`src/rtl/fp_pkg.sv`:
```
// rtl/fp_pkg.sv - shared widths, bias and operand layout for the FP align path
// Build option: FP_ALIGN_SUBNORM_EN (subnormal operands kept; otherwise flushed to zero).
package fp_pkg;

  localparam int unsigned FP_EXP_W   = 8;
  localparam int unsigned FP_MAN_W   = 23;
  localparam int unsigned FP_GUARD_W = 3;
  localparam int unsigned FP_EXP_BIAS = (1 << (FP_EXP_W - 1)) - 1;

  // {hidden, man} and {hidden, man, guard/round/sticky}
  localparam int unsigned FP_SIG_W   = FP_MAN_W + 1;
  localparam int unsigned FP_ALIGN_W = FP_SIG_W + FP_GUARD_W;

  typedef struct packed {
    logic                sign;
    logic [FP_EXP_W-1:0] exp;
    logic [FP_MAN_W-1:0] man;
  } fp_operand_t;

endpackage

```
`src/rtl/fp_align_shifter.sv`:
```
// rtl/fp_align_shifter.sv - combinational right barrel shifter with sticky LSB and saturation
// Ports:
//   data_i  [W-1:0]    value to shift
//   shamt_i [SH_W-1:0] right shift amount
//   data_o  [W-1:0]    shifted value; every bit shifted out is ORed into bit 0
module fp_align_shifter #(
  parameter int unsigned W    = 27,
  parameter int unsigned SH_W = 8
) (
  input  logic [W-1:0]    data_i,
  input  logic [SH_W-1:0] shamt_i,
  output logic [W-1:0]    data_o
);

  logic [W-1:0] shifted;
  logic [W-1:0] lost_mask;
  logic         sticky;

  always_comb begin
    shifted   = '0;
    lost_mask = '0;
    sticky    = 1'b0;
    data_o    = '0;
    if (32'(shamt_i) >= W) begin
      // Everything falls off the end: only the sticky summary survives.
      data_o = {{(W-1){1'b0}}, |data_i};
    end else begin
      shifted   = data_i >> shamt_i;
      lost_mask = ~({W{1'b1}} << shamt_i);
      sticky    = |(data_i & lost_mask);
      data_o    = {shifted[W-1:1], shifted[0] | sticky};
    end
  end

endmodule

```
`src/rtl/fp_align_pipe.sv`:
```
// rtl/fp_align_pipe.sv - two-stage FP operand magnitude compare and significand align pipeline
// Build option: FP_ALIGN_SUBNORM_EN (subnormals get effective exponent 1; otherwise exp=0 is zero).
// Ports:
//   clk, rst                      clock, synchronous active-high reset
//   in_valid/in_ready, in_a/in_b  operand pair {sign, exp, man} with handshake
//   out_valid/out_ready           result handshake
//   out_swap, out_big_sign, out_eff_sub, out_big_exp, out_exp_diff,
//   out_big_man, out_small_man, out_special   ordered/aligned pair for the adder
module fp_align_pipe
  import fp_pkg::*;
#(
  parameter int unsigned EXP_W   = FP_EXP_W,
  parameter int unsigned MAN_W   = FP_MAN_W,
  parameter int unsigned GUARD_W = FP_GUARD_W
) (
  input  logic                       clk,
  input  logic                       rst,
  input  logic                       in_valid,
  output logic                       in_ready,
  input  logic [EXP_W+MAN_W:0]       in_a,
  input  logic [EXP_W+MAN_W:0]       in_b,
  output logic                       out_valid,
  input  logic                       out_ready,
  output logic                       out_swap,
  output logic                       out_big_sign,
  output logic                       out_eff_sub,
  output logic [EXP_W-1:0]           out_big_exp,
  output logic [EXP_W-1:0]           out_exp_diff,
  output logic [MAN_W:0]             out_big_man,
  output logic [MAN_W+GUARD_W:0]     out_small_man,
  output logic                       out_special
);

  localparam int unsigned SIG_W = MAN_W + 1;
  localparam int unsigned AL_W  = SIG_W + GUARD_W;

  // Stage 1 combinational decode/compare
  logic [EXP_W-1:0] exp_a, exp_b, eexp_a, eexp_b;
  logic [MAN_W-1:0] man_a, man_b;
  logic             hid_a, hid_b;
  logic             s1_swap_d, s1_big_sign_d, s1_eff_sub_d, s1_special_d;
  logic [EXP_W-1:0] s1_big_exp_d, s1_exp_diff_d;
  logic [SIG_W-1:0] s1_big_man_d, s1_small_sig_d;

  // Stage 1 registers
  logic             s1_valid_q;
  logic             s1_swap_q, s1_big_sign_q, s1_eff_sub_q, s1_special_q;
  logic [EXP_W-1:0] s1_big_exp_q, s1_exp_diff_q;
  logic [SIG_W-1:0] s1_big_man_q, s1_small_sig_q;

  // Stage 2 (output) registers
  logic             out_valid_q;
  logic             out_swap_q, out_big_sign_q, out_eff_sub_q, out_special_q;
  logic [EXP_W-1:0] out_big_exp_q, out_exp_diff_q;
  logic [SIG_W-1:0] out_big_man_q;
  logic [AL_W-1:0]  out_small_man_q, out_small_man_d;

  logic out_adv;

  always_comb begin
    exp_a = in_a[EXP_W+MAN_W-1:MAN_W];
    exp_b = in_b[EXP_W+MAN_W-1:MAN_W];
    hid_a = |exp_a;
    hid_b = |exp_b;
`ifdef FP_ALIGN_SUBNORM_EN
    man_a  = in_a[MAN_W-1:0];
    man_b  = in_b[MAN_W-1:0];
    // A subnormal sits at the same scale as exponent 1; a true zero stays at 0.
    eexp_a = hid_a ? exp_a : EXP_W'(|man_a);
    eexp_b = hid_b ? exp_b : EXP_W'(|man_b);
`else
    man_a  = hid_a ? in_a[MAN_W-1:0] : '0;
    man_b  = hid_b ? in_b[MAN_W-1:0] : '0;
    eexp_a = exp_a;
    eexp_b = exp_b;
`endif
    // Ties keep A as the big operand.
    s1_swap_d     = {exp_a, man_a} < {exp_b, man_b};
    s1_eff_sub_d  = in_a[EXP_W+MAN_W] ^ in_b[EXP_W+MAN_W];
    s1_special_d  = (&exp_a) | (&exp_b);
    s1_big_sign_d = s1_swap_d ? in_b[EXP_W+MAN_W] : in_a[EXP_W+MAN_W];
    s1_big_exp_d  = s1_swap_d ? eexp_b : eexp_a;
    // Ordering guarantees big >= small, so this never wraps.
    s1_exp_diff_d  = s1_swap_d ? (eexp_b - eexp_a) : (eexp_a - eexp_b);
    s1_big_man_d   = s1_swap_d ? {hid_b, man_b} : {hid_a, man_a};
    s1_small_sig_d = s1_swap_d ? {hid_a, man_a} : {hid_b, man_b};
  end

  fp_align_shifter #(
    .W    (AL_W),
    .SH_W (EXP_W)
  ) u_shifter (
    .data_i  ({s1_small_sig_q, {GUARD_W{1'b0}}}),
    .shamt_i (s1_exp_diff_q),
    .data_o  (out_small_man_d)
  );

  assign out_adv  = !out_valid_q || out_ready;
  assign in_ready = !s1_valid_q || out_adv;

  always_ff @(posedge clk) begin
    if (rst) begin
      s1_valid_q      <= 1'b0;
      s1_swap_q       <= 1'b0;
      s1_big_sign_q   <= 1'b0;
      s1_eff_sub_q    <= 1'b0;
      s1_special_q    <= 1'b0;
      s1_big_exp_q    <= '0;
      s1_exp_diff_q   <= '0;
      s1_big_man_q    <= '0;
      s1_small_sig_q  <= '0;
      out_valid_q     <= 1'b0;
      out_swap_q      <= 1'b0;
      out_big_sign_q  <= 1'b0;
      out_eff_sub_q   <= 1'b0;
      out_special_q   <= 1'b0;
      out_big_exp_q   <= '0;
      out_exp_diff_q  <= '0;
      out_big_man_q   <= '0;
      out_small_man_q <= '0;
    end else begin
      if (in_ready) begin
        s1_valid_q <= in_valid;
        if (in_valid) begin
          s1_swap_q      <= s1_swap_d;
          s1_big_sign_q  <= s1_big_sign_d;
          s1_eff_sub_q   <= s1_eff_sub_d;
          s1_special_q   <= s1_special_d;
          s1_big_exp_q   <= s1_big_exp_d;
          s1_exp_diff_q  <= s1_exp_diff_d;
          s1_big_man_q   <= s1_big_man_d;
          s1_small_sig_q <= s1_small_sig_d;
        end
      end
      if (out_adv) begin
        out_valid_q <= s1_valid_q;
        if (s1_valid_q) begin
          out_swap_q      <= s1_swap_q;
          out_big_sign_q  <= s1_big_sign_q;
          out_eff_sub_q   <= s1_eff_sub_q;
          out_special_q   <= s1_special_q;
          out_big_exp_q   <= s1_big_exp_q;
          out_exp_diff_q  <= s1_exp_diff_q;
          out_big_man_q   <= s1_big_man_q;
          out_small_man_q <= out_small_man_d;
        end
      end
    end
  end

  assign out_valid     = out_valid_q;
  assign out_swap      = out_swap_q;
  assign out_big_sign  = out_big_sign_q;
  assign out_eff_sub   = out_eff_sub_q;
  assign out_special   = out_special_q;
  assign out_big_exp   = out_big_exp_q;
  assign out_exp_diff  = out_exp_diff_q;
  assign out_big_man   = out_big_man_q;
  assign out_small_man = out_small_man_q;

endmodule

```
`config.mk`:
```
export PLATFORM = sky130hd
export DESIGN_NAME = fp_align_pipe
export DESIGN_NICKNAME = d
export VERILOG_FILES = /design/src/rtl/fp_pkg.sv /design/src/rtl/fp_align_shifter.sv /design/src/rtl/fp_align_pipe.sv
export SDC_FILE = /design/constraint.sdc
export NUM_CORES = 1
export LEC_CHECK = 0
export ABC_AREA = 1
export CORE_ASPECT_RATIO = 2
export CORE_MARGIN = 2
export CORE_UTILIZATION = 50
export DETAILED_ROUTE_END_ITERATION = 12
export GPL_TIMING_DRIVEN = 0
export HOLD_SLACK_MARGIN = 0.1
export PLACE_DENSITY = 0.84
export SLEW_MARGIN = 20
export SYNTH_ARGS = -nofsm -noshare
export SYNTH_HDL_FRONTEND = slang
export SYNTH_SLANG_ARGS = --single-unit
```
`constraint.sdc`:
```
create_clock -name clk -period 5.1 [get_ports clk]
set_clock_uncertainty 0.1 [all_clocks]
set_input_delay 1.02 -clock clk [delete_from_list [all_inputs] [get_ports clk]]
set_output_delay 1.02 -clock clk [all_outputs]
set_load 0.03 [all_outputs]
```
Yosys cells after proc, flatten, opt, wreduce, memory -nomap -nowiden
Index checks and enable logic that the tools add are counted.
W data, S select, Z words.

operators by class
  add/sub/neg operators = 2
  $lt $le $gt $ge = 2
  shift operators = 2
  reduce and logical (&&, ||, !) cells = 12
  multiplexer cells = 8
  bitwise logic cells = 5

operators with widths
  operator                 count
  $mux W24                 2
  $mux W23                 2
  $lt A31 B31 Y1           1
  $and A27 B27 Y27         1
  $mux W27                 1
  $not A27 Y27             1
  $reduce_or A27 Y1        1
  $shl A27 B8 Y27 const A  1
  $shr A27 B8 Y27          1
  $reduce_or A24 Y1        1
  $mux W8                  2
  $reduce_and A8 Y1        2
  $reduce_or A8 Y1         2
  $sub A8 B8 Y8            2
  $ge A8 B5 Y1 const B     1
  $reduce_and A2 Y1        2
  $logic_not A1 Y1         2
  $logic_or A1 B1 Y1       2
  $or A1 B1 Y1             2
  $mux W1                  1
  $xor A1 B1 Y1            1

word-level totals
  output and inout bits = 73
  word-level logic and storage cells = 49
  input bits = 68
  register bits = 141

Logic depth before layout (Yosys ltp)
  word-level depth = 6
  gate-level depth with buffers = 22
  depth with buffers taken out = 20

Modules after synthesis
Synthesis repeated with hierarchy kept, for this count alone.

unflattened totals
  cells, all modules = 1510
  area, all modules = 9218.8 um2

modules (own cells, without submodules)
  module            sequential area each (um2)  cells an instance  area an instance (um2)  times used
  fp_align_pipe     2822.7                      1080               7259.5                  1
  fp_align_shifter  0.0                         430                1959.4                  1

Worst setup path before layout
Ideal clock, no wire load.

  kind = input port to flip-flop
  from = input port in_a[24]
  to = register s1_small_sig_q[0]
  setup time = 0.057 ns
  arrival time = 3.237 ns
  buffers on the path = 3
  data required time = 4.943 ns
  stages = 17
  setup slack = 1.707 ns
  cells stage by stage = nor2_1 -> nand2_1 -> nor2_1 -> clkbuf_1 -> nor2_1 -> ha_1 -> a21oi_1 -> o21ai_0 -> nand4_1 -> o211ai_1 -> a21oi_2 -> buf_2 -> buf_2 -> nand4_1 -> nand3_1 -> nand2_1 -> inv_1

on the way
  longest elaborated chain between the ends = 4

RTL lines
  element                 line                  text
  start: declaration      fp_align_pipe.sv:20   input logic [EXP_W+MAN_W:0] in_a,
  $reduce_or A8 Y1        fp_align_pipe.sv:63   hid_a = |exp_a;
  $mux W23                fp_align_pipe.sv:72   man_a = hid_a ? in_a[MAN_W-1:0] : '0;
  $lt A31 B31 Y1          fp_align_pipe.sv:78   s1_swap_d = {exp_a, man_a} < {exp_b, man_b};
  $mux W24 (*)            fp_align_pipe.sv:86   s1_small_sig_d = s1_swap_d ? {hid_a, man_a} : {hid_b, man_b};
  end signal: assignment  fp_align_pipe.sv:132  s1_small_sig_q <= s1_small_sig_d;
  end: declaration        fp_align_pipe.sv:49   logic [SIG_W-1:0] s1_big_man_q, s1_small_sig_q;

Every way passes the cells marked *; elsewhere a longest branch is shown, timed or not.
A chain may end at the register's enable or synchronous reset.

Worst setup path in the final report
  from = input port in_a[23]
  to = register s1_big_man_q[10]

on the way
  longest elaborated chain between the ends = 4

RTL lines
  element                 line                  text
  $reduce_or A8 Y1        fp_align_pipe.sv:63
  $mux W23                fp_align_pipe.sv:72
  $lt A31 B31 Y1          fp_align_pipe.sv:78
  $mux W24 (*)            fp_align_pipe.sv:85   s1_big_man_d = s1_swap_d ? {hid_b, man_b} : {hid_a, man_a};
  end signal: assignment  fp_align_pipe.sv:131  s1_big_man_q <= s1_big_man_d;
  end: declaration        fp_align_pipe.sv:49

Marks and branches as above.

==> run summary <==
The most critical setup path has its startpoint at in_a[23]. The global routing met3 resource utilization came out at 10.8%. In this run the most used layer during global routing was met2. The final critical-path share of the clock period is 87.9%.

The global-route usage over all layers came out at 40.9%. The multiplexer share of the synthesized area came out at 0.218%. At the end of routability-driven placement, the weighted congestion stood at 1.04. The post-cts gate resize count is 0. The floorplan die width came out at 99.8 um.

The area of combinational cells with multiple inputs came out at 5150 um^2. The number of nets at the end of the flow is 1707. In this run the power density over the cells is 320 nW/um^2. The setup violation total in the final timing report came out at 0. The tightest min-delay check is of the flip-flop to flip-flop type. For this design the static power due to leakage is 5.45 nW. The synthesized design contains 141 register bits.

Global routing consumed, on the met2 layer, 72.4% of the routing resources. The post-synthesis sequential area ratio came out at 30.8%. The critical path data required time came out at 5.40 ns. After detailed routing, the average wire length per cell comes to 21.4 um. The count of unresolved DRC violations after routing is 0. The maximum number of pins on one net before global-route repair came out at 17.

Counting buffers and inverters, the worst setup path is 18 cells deep. In this run, the number of DRC markers left after iteration 0 of detailed routing was 867. The deepest level of the CTS H-tree came out at 4. The initial cell density of the core is 50.6%. The fraction of post-synthesis cell area in the top cell type by area came out at 30.8%. The final wirelength came out at 39200 um. Broken down by cell family, the worst path's largest delay share belongs to buffers and inverters. The share of flip-flops with an asynchronous set or reset after synthesis is 0%. The clock tree buffer depth is 2. On the critical path, the stage with the largest delay is an instance of sky130_fd_sc_hd__clkdlybuf4s50_1.

Counting every sink on the clock net gives 141. The post-synthesis xor/xnor area fraction is 1.15%. The clock root buffer is sky130_fd_sc_hd__clkbuf_16. The count of endpoints failing hold in the final timing report is 0. The clock tree from TritonCTS is done.

The total inserted antenna cells is 0. The number of antenna violations at the first check in global routing is 0. The number of input and output port buffers inserted came out at 139.

Of all cell types, the one taking the most synthesized area is sky130_fd_sc_hd__dfxtp_1. Registers take 2820 um^2. The post-CTS setup buffer count came out at 0. The die outline height is 196 um. The destination of the critical timing path is s1_big_man_q[10]. The worst register-to-register path begins at s1_exp_diff_q[0]. The via count of the first global-routing pass is 10800.

The remaining global-route overflow is 0. The number of filler cells placed in the layout came out at 1709. The relative area change from synthesis to final layout came out at 24.6%. The total negative slack came out at 0 ns. The total clock buffers created by CTS is 17. The maximum VDD drop is 0.000222 V.

For this run, the top clock speed supported by timing is 223 MHz. Row generation in the floorplan step produced 70 rows. The adder-cell share of the synthesized area is 5.48%. STA classifies the critical path startpoint as an input pin.

The max capacitance violation total is 0. The clock latency of the later-clocked register in the worst-skew pair is 0.45 ns. The measured slew at the worst slew-check pin came out at 1.05 ns. The type of the worst setup path is input pin to flip-flop. The post-detailed-route via-to-cell ratio came out at 5.89.

For flop-to-flop paths, the worst setup slack is 2.11 ns. In the global route stage, met1 resource usage came out at 34.2%. A synthesized cell averages 6.36 um^2. The clock period minus worst slack is 4.48 ns.

The run finished with clean final reports. The area of the die is 19500 um^2. The net count after synthesis came out at 1549.

The total via count in the routed design is 10800. Setup repair after global routing left no endpoint under its margin. In this design, the critical path's most frequently occurring cell is sky130_fd_sc_hd__nor2_1. The post-synthesis instance area came out at 9180 um^2. The maximum single-stage delay on the critical path is 0.52 ns. Yosys mapped a number of flops with a built-in enable equal to 0. Data on the critical path arrives at its endpoint at 4.78 ns.

STA classifies the critical path endpoint as a flip-flop. The first-pass GRT wire length came out at 59000 um. The main flop type after synthesis is sky130_fd_sc_hd__dfxtp_1. The compound-gate portion of the synthesized area is 14.3%. The fraction of layout instances using a drive strength above 1 is 6.63%. The post-DP HPWL came out at 30300 um. The share of synthesized cell area in and, or, nand and nor gates came out at 35.0%. The synthesized instance count is 1442.

By area, the combinational part of the netlist is dominated by simple AND/OR/NAND/NOR gates. The count of antenna-violating nets left after detailed routing is 0. Buffers inserted to repair hold after CTS numbered 0.

Measured against its own limit, the worst slew margin works out to 29.6%. The fraction of the core area covered by cells at the end of the flow is 63.1%. The area of the core is 18100 um^2.

The maximum net fanout on the critical path came out at 10. Traced cell by cell, the critical path runs through clkdlybuf4s50_1 -> nor2_1 -> nand2_1 -> nor2_1 -> clkbuf_1 -> nor2_1 -> ha_1 -> a21oi_1 -> o21ai_0 -> nand4_1 -> o211ai_1 -> a21oi_2 -> buf_2 -> buf_2 -> nand4_1 -> nand3_1 -> nand2_1 -> inv_1. After clock tree synthesis, the clock-pin slew on the worst setup and hold paths is 0.07 ns.

The number of buffer and inverter stages on the critical path is 5. The number of distinct standard cells referenced by the synthesized netlist is 45. The first-pass iteration count of the detailed router came out at 6. The endpoint of the worst-slack reg-to-reg timing path is out_small_man[3]. Counting cells, the worst reg-to-reg path comes to 12.

In the post-synthesis netlist, the biggest area contributors are sky130_fd_sc_hd__dfxtp_1 31%, sky130_fd_sc_hd__nand2_1 13%, sky130_fd_sc_hd__nand3_1 8.5%, sky130_fd_sc_hd__inv_1 7.1%, sky130_fd_sc_hd__o21ai_0 5.8%. The final count of pins violating max slew came out at 0. The number of warnings reported in the yosys synthesis log is 0. For this design the top-level I/O count stands at 141.
where the power goes:
part | internal, mW | switching [mW]
Clock | 0.735 | 0.564
Sequential | 1.18 | 0.0828
Combinational | 0.371 | 0.725
synthesized netlist by cell type (4+ instances only):
master                     number
sky130_fd_sc_hd__nand2_1      326
sky130_fd_sc_hd__inv_1        173
sky130_fd_sc_hd__nand3_1      156
sky130_fd_sc_hd__nor2_1       142
sky130_fd_sc_hd__dfxtp_1      141
sky130_fd_sc_hd__o21ai_0      107
sky130_fd_sc_hd__a21oi_1       81
sky130_fd_sc_hd__nand4_1       65
sky130_fd_sc_hd__clkbuf_1      49
sky130_fd_sc_hd__ha_1          37
sky130_fd_sc_hd__buf_2         30
sky130_fd_sc_hd__o211ai_1      12
sky130_fd_sc_hd__nand3_2       10
sky130_fd_sc_hd__o21ai_1       10
sky130_fd_sc_hd__a22oi_1        8
sky130_fd_sc_hd__buf_4          8
sky130_fd_sc_hd__nor3_1         8
sky130_fd_sc_hd__buf_1          7
sky130_fd_sc_hd__buf_6          7
sky130_fd_sc_hd__xor2_1         7
sky130_fd_sc_hd__a31oi_1        5
sky130_fd_sc_hd__nor4_1         5
sky130_fd_sc_hd__xnor2_1        5
sky130_fd_sc_hd__a21oi_2        4
sky130_fd_sc_hd__clkinv_1       4
sky130_fd_sc_hd__nand2_2        4
layout make-up:
| type | count | area share, % |
|---|---|---|
| sequential | 141 | 24.7 |
| clock buffer | 17 | 3.72 |
| timing repair buffer | 139 | 12.2 |
| tap | 216 | 2.36 |
| inverter | 179 | 5.88 |
| buffer | 104 | 4.67 |
| multi-input combinational | 1018 | 45.0 |
| clock inverter | 15 | 1.51 |
state kept, by name, summed over array words and instances (netlist names), 8 cells and up:
register and count:
out_big_exp 8, out_big_man 24, out_exp_diff 8, out_small_man 27, s1_big_exp_q 8, s1_big_man_q 24
s1_exp_diff_q 8, s1_small_sig_q 24
metal layers:
metal	part of all wire, %	vias up	wire, um
li1	-	5044	-
met1	29	4856	11400
met2	51	606	20100
met3	7.3	267	2850
met4	12	0	4900
met5	0	-	0
worst min path at each step:
| stage | from | end | slack, ns | depth (start not counted) |
|---|---|---|---|---|
| 2_1_floorplan | s1_special_q | s1_special_q | 0.36 | 2 |
| 3_3_place_gp | out_small_man[20] | out_small_man[20] | 0.35 | 2 |
| 3_5_place_dp | out_small_man[11] | out_small_man[11] | 0.35 | 2 |
| 4_1_cts | out_small_man[11] | out_small_man[11] | 0.36 | 2 |
| 5_1_grt | out_small_man[23] | out_small_man[23] | 0.38 | 2 |
| 6_report | out_small_man[20] | out_small_man[20] | 0.37 | 2 |
cells in the final DEF, fill, tap and decap left out, types with 8 or more instances in the layout:
master / n
sky130_fd_sc_hd__buf_2: 30
sky130_fd_sc_hd__o21ai_1: 10
sky130_fd_sc_hd__buf_4: 8
sky130_fd_sc_hd__o21ai_0: 107
sky130_fd_sc_hd__nand2_1: 326
sky130_fd_sc_hd__nand3_1: 156
sky130_fd_sc_hd__clkbuf_16: 17
sky130_fd_sc_hd__clkdlybuf4s50_1: 139
sky130_fd_sc_hd__o211ai_1: 12
sky130_fd_sc_hd__dfxtp_1: 141
sky130_fd_sc_hd__a22oi_1: 8
sky130_fd_sc_hd__nor2_1: 142
sky130_fd_sc_hd__inv_1: 173
sky130_fd_sc_hd__a21oi_1: 81
sky130_fd_sc_hd__nor3_1: 8
sky130_fd_sc_hd__nand4_1: 65
sky130_fd_sc_hd__clkbuf_1: 49
sky130_fd_sc_hd__nand3_2: 10
sky130_fd_sc_hd__ha_1: 37
stage by stage:
step | instances | total power, mW | cell area (um^2) | worst slack (ns) | hold WS, ns
2_1_floorplan | 1442 | 1.93 | 9180 | 1.71 | 0.363
6_report | 1829 | 3.66 | 11400 | 0.616 | 0.367
4_1_cts | 1829 | 3.60 | 11400 | 0.674 | 0.365
3_5_place_dp | 1797 | 2.34 | 10800 | 0.231 | 0.355
5_1_grt | 1829 | 3.79 | 11400 | 0.340 | 0.381
3_3_place_gp | 1797 | 2.32 | 10800 | 0.281 | 0.351
worst register-to-register path: stages (launching register included):
cell                      delay [ns]
sky130_fd_sc_hd__dfxtp_1        0.55
sky130_fd_sc_hd__buf_2          0.30
sky130_fd_sc_hd__buf_2          0.26
sky130_fd_sc_hd__nand2_1        0.08
sky130_fd_sc_hd__o31ai_1        0.06
sky130_fd_sc_hd__inv_1          0.08
sky130_fd_sc_hd__o21ai_0        0.66
sky130_fd_sc_hd__nand2_1        0.12
sky130_fd_sc_hd__o21ai_0        0.33
sky130_fd_sc_hd__nand3_1        0.17
sky130_fd_sc_hd__nand3_1        0.13
sky130_fd_sc_hd__nand2_1        0.05
sky130_fd_sc_hd__inv_1          0.05
cells by family after synthesis:
logic type / count (synthesis)
buffers and inverters: 283
multiplexers: 2
adder cells (fa/ha/maj): 39
XOR/XNOR: 12
flip-flops: 141
AO/OA/AOI/OAI: 240
AND/OR/NAND/NOR: 725
No activity file was read; power rests on OpenSTA's default activity.
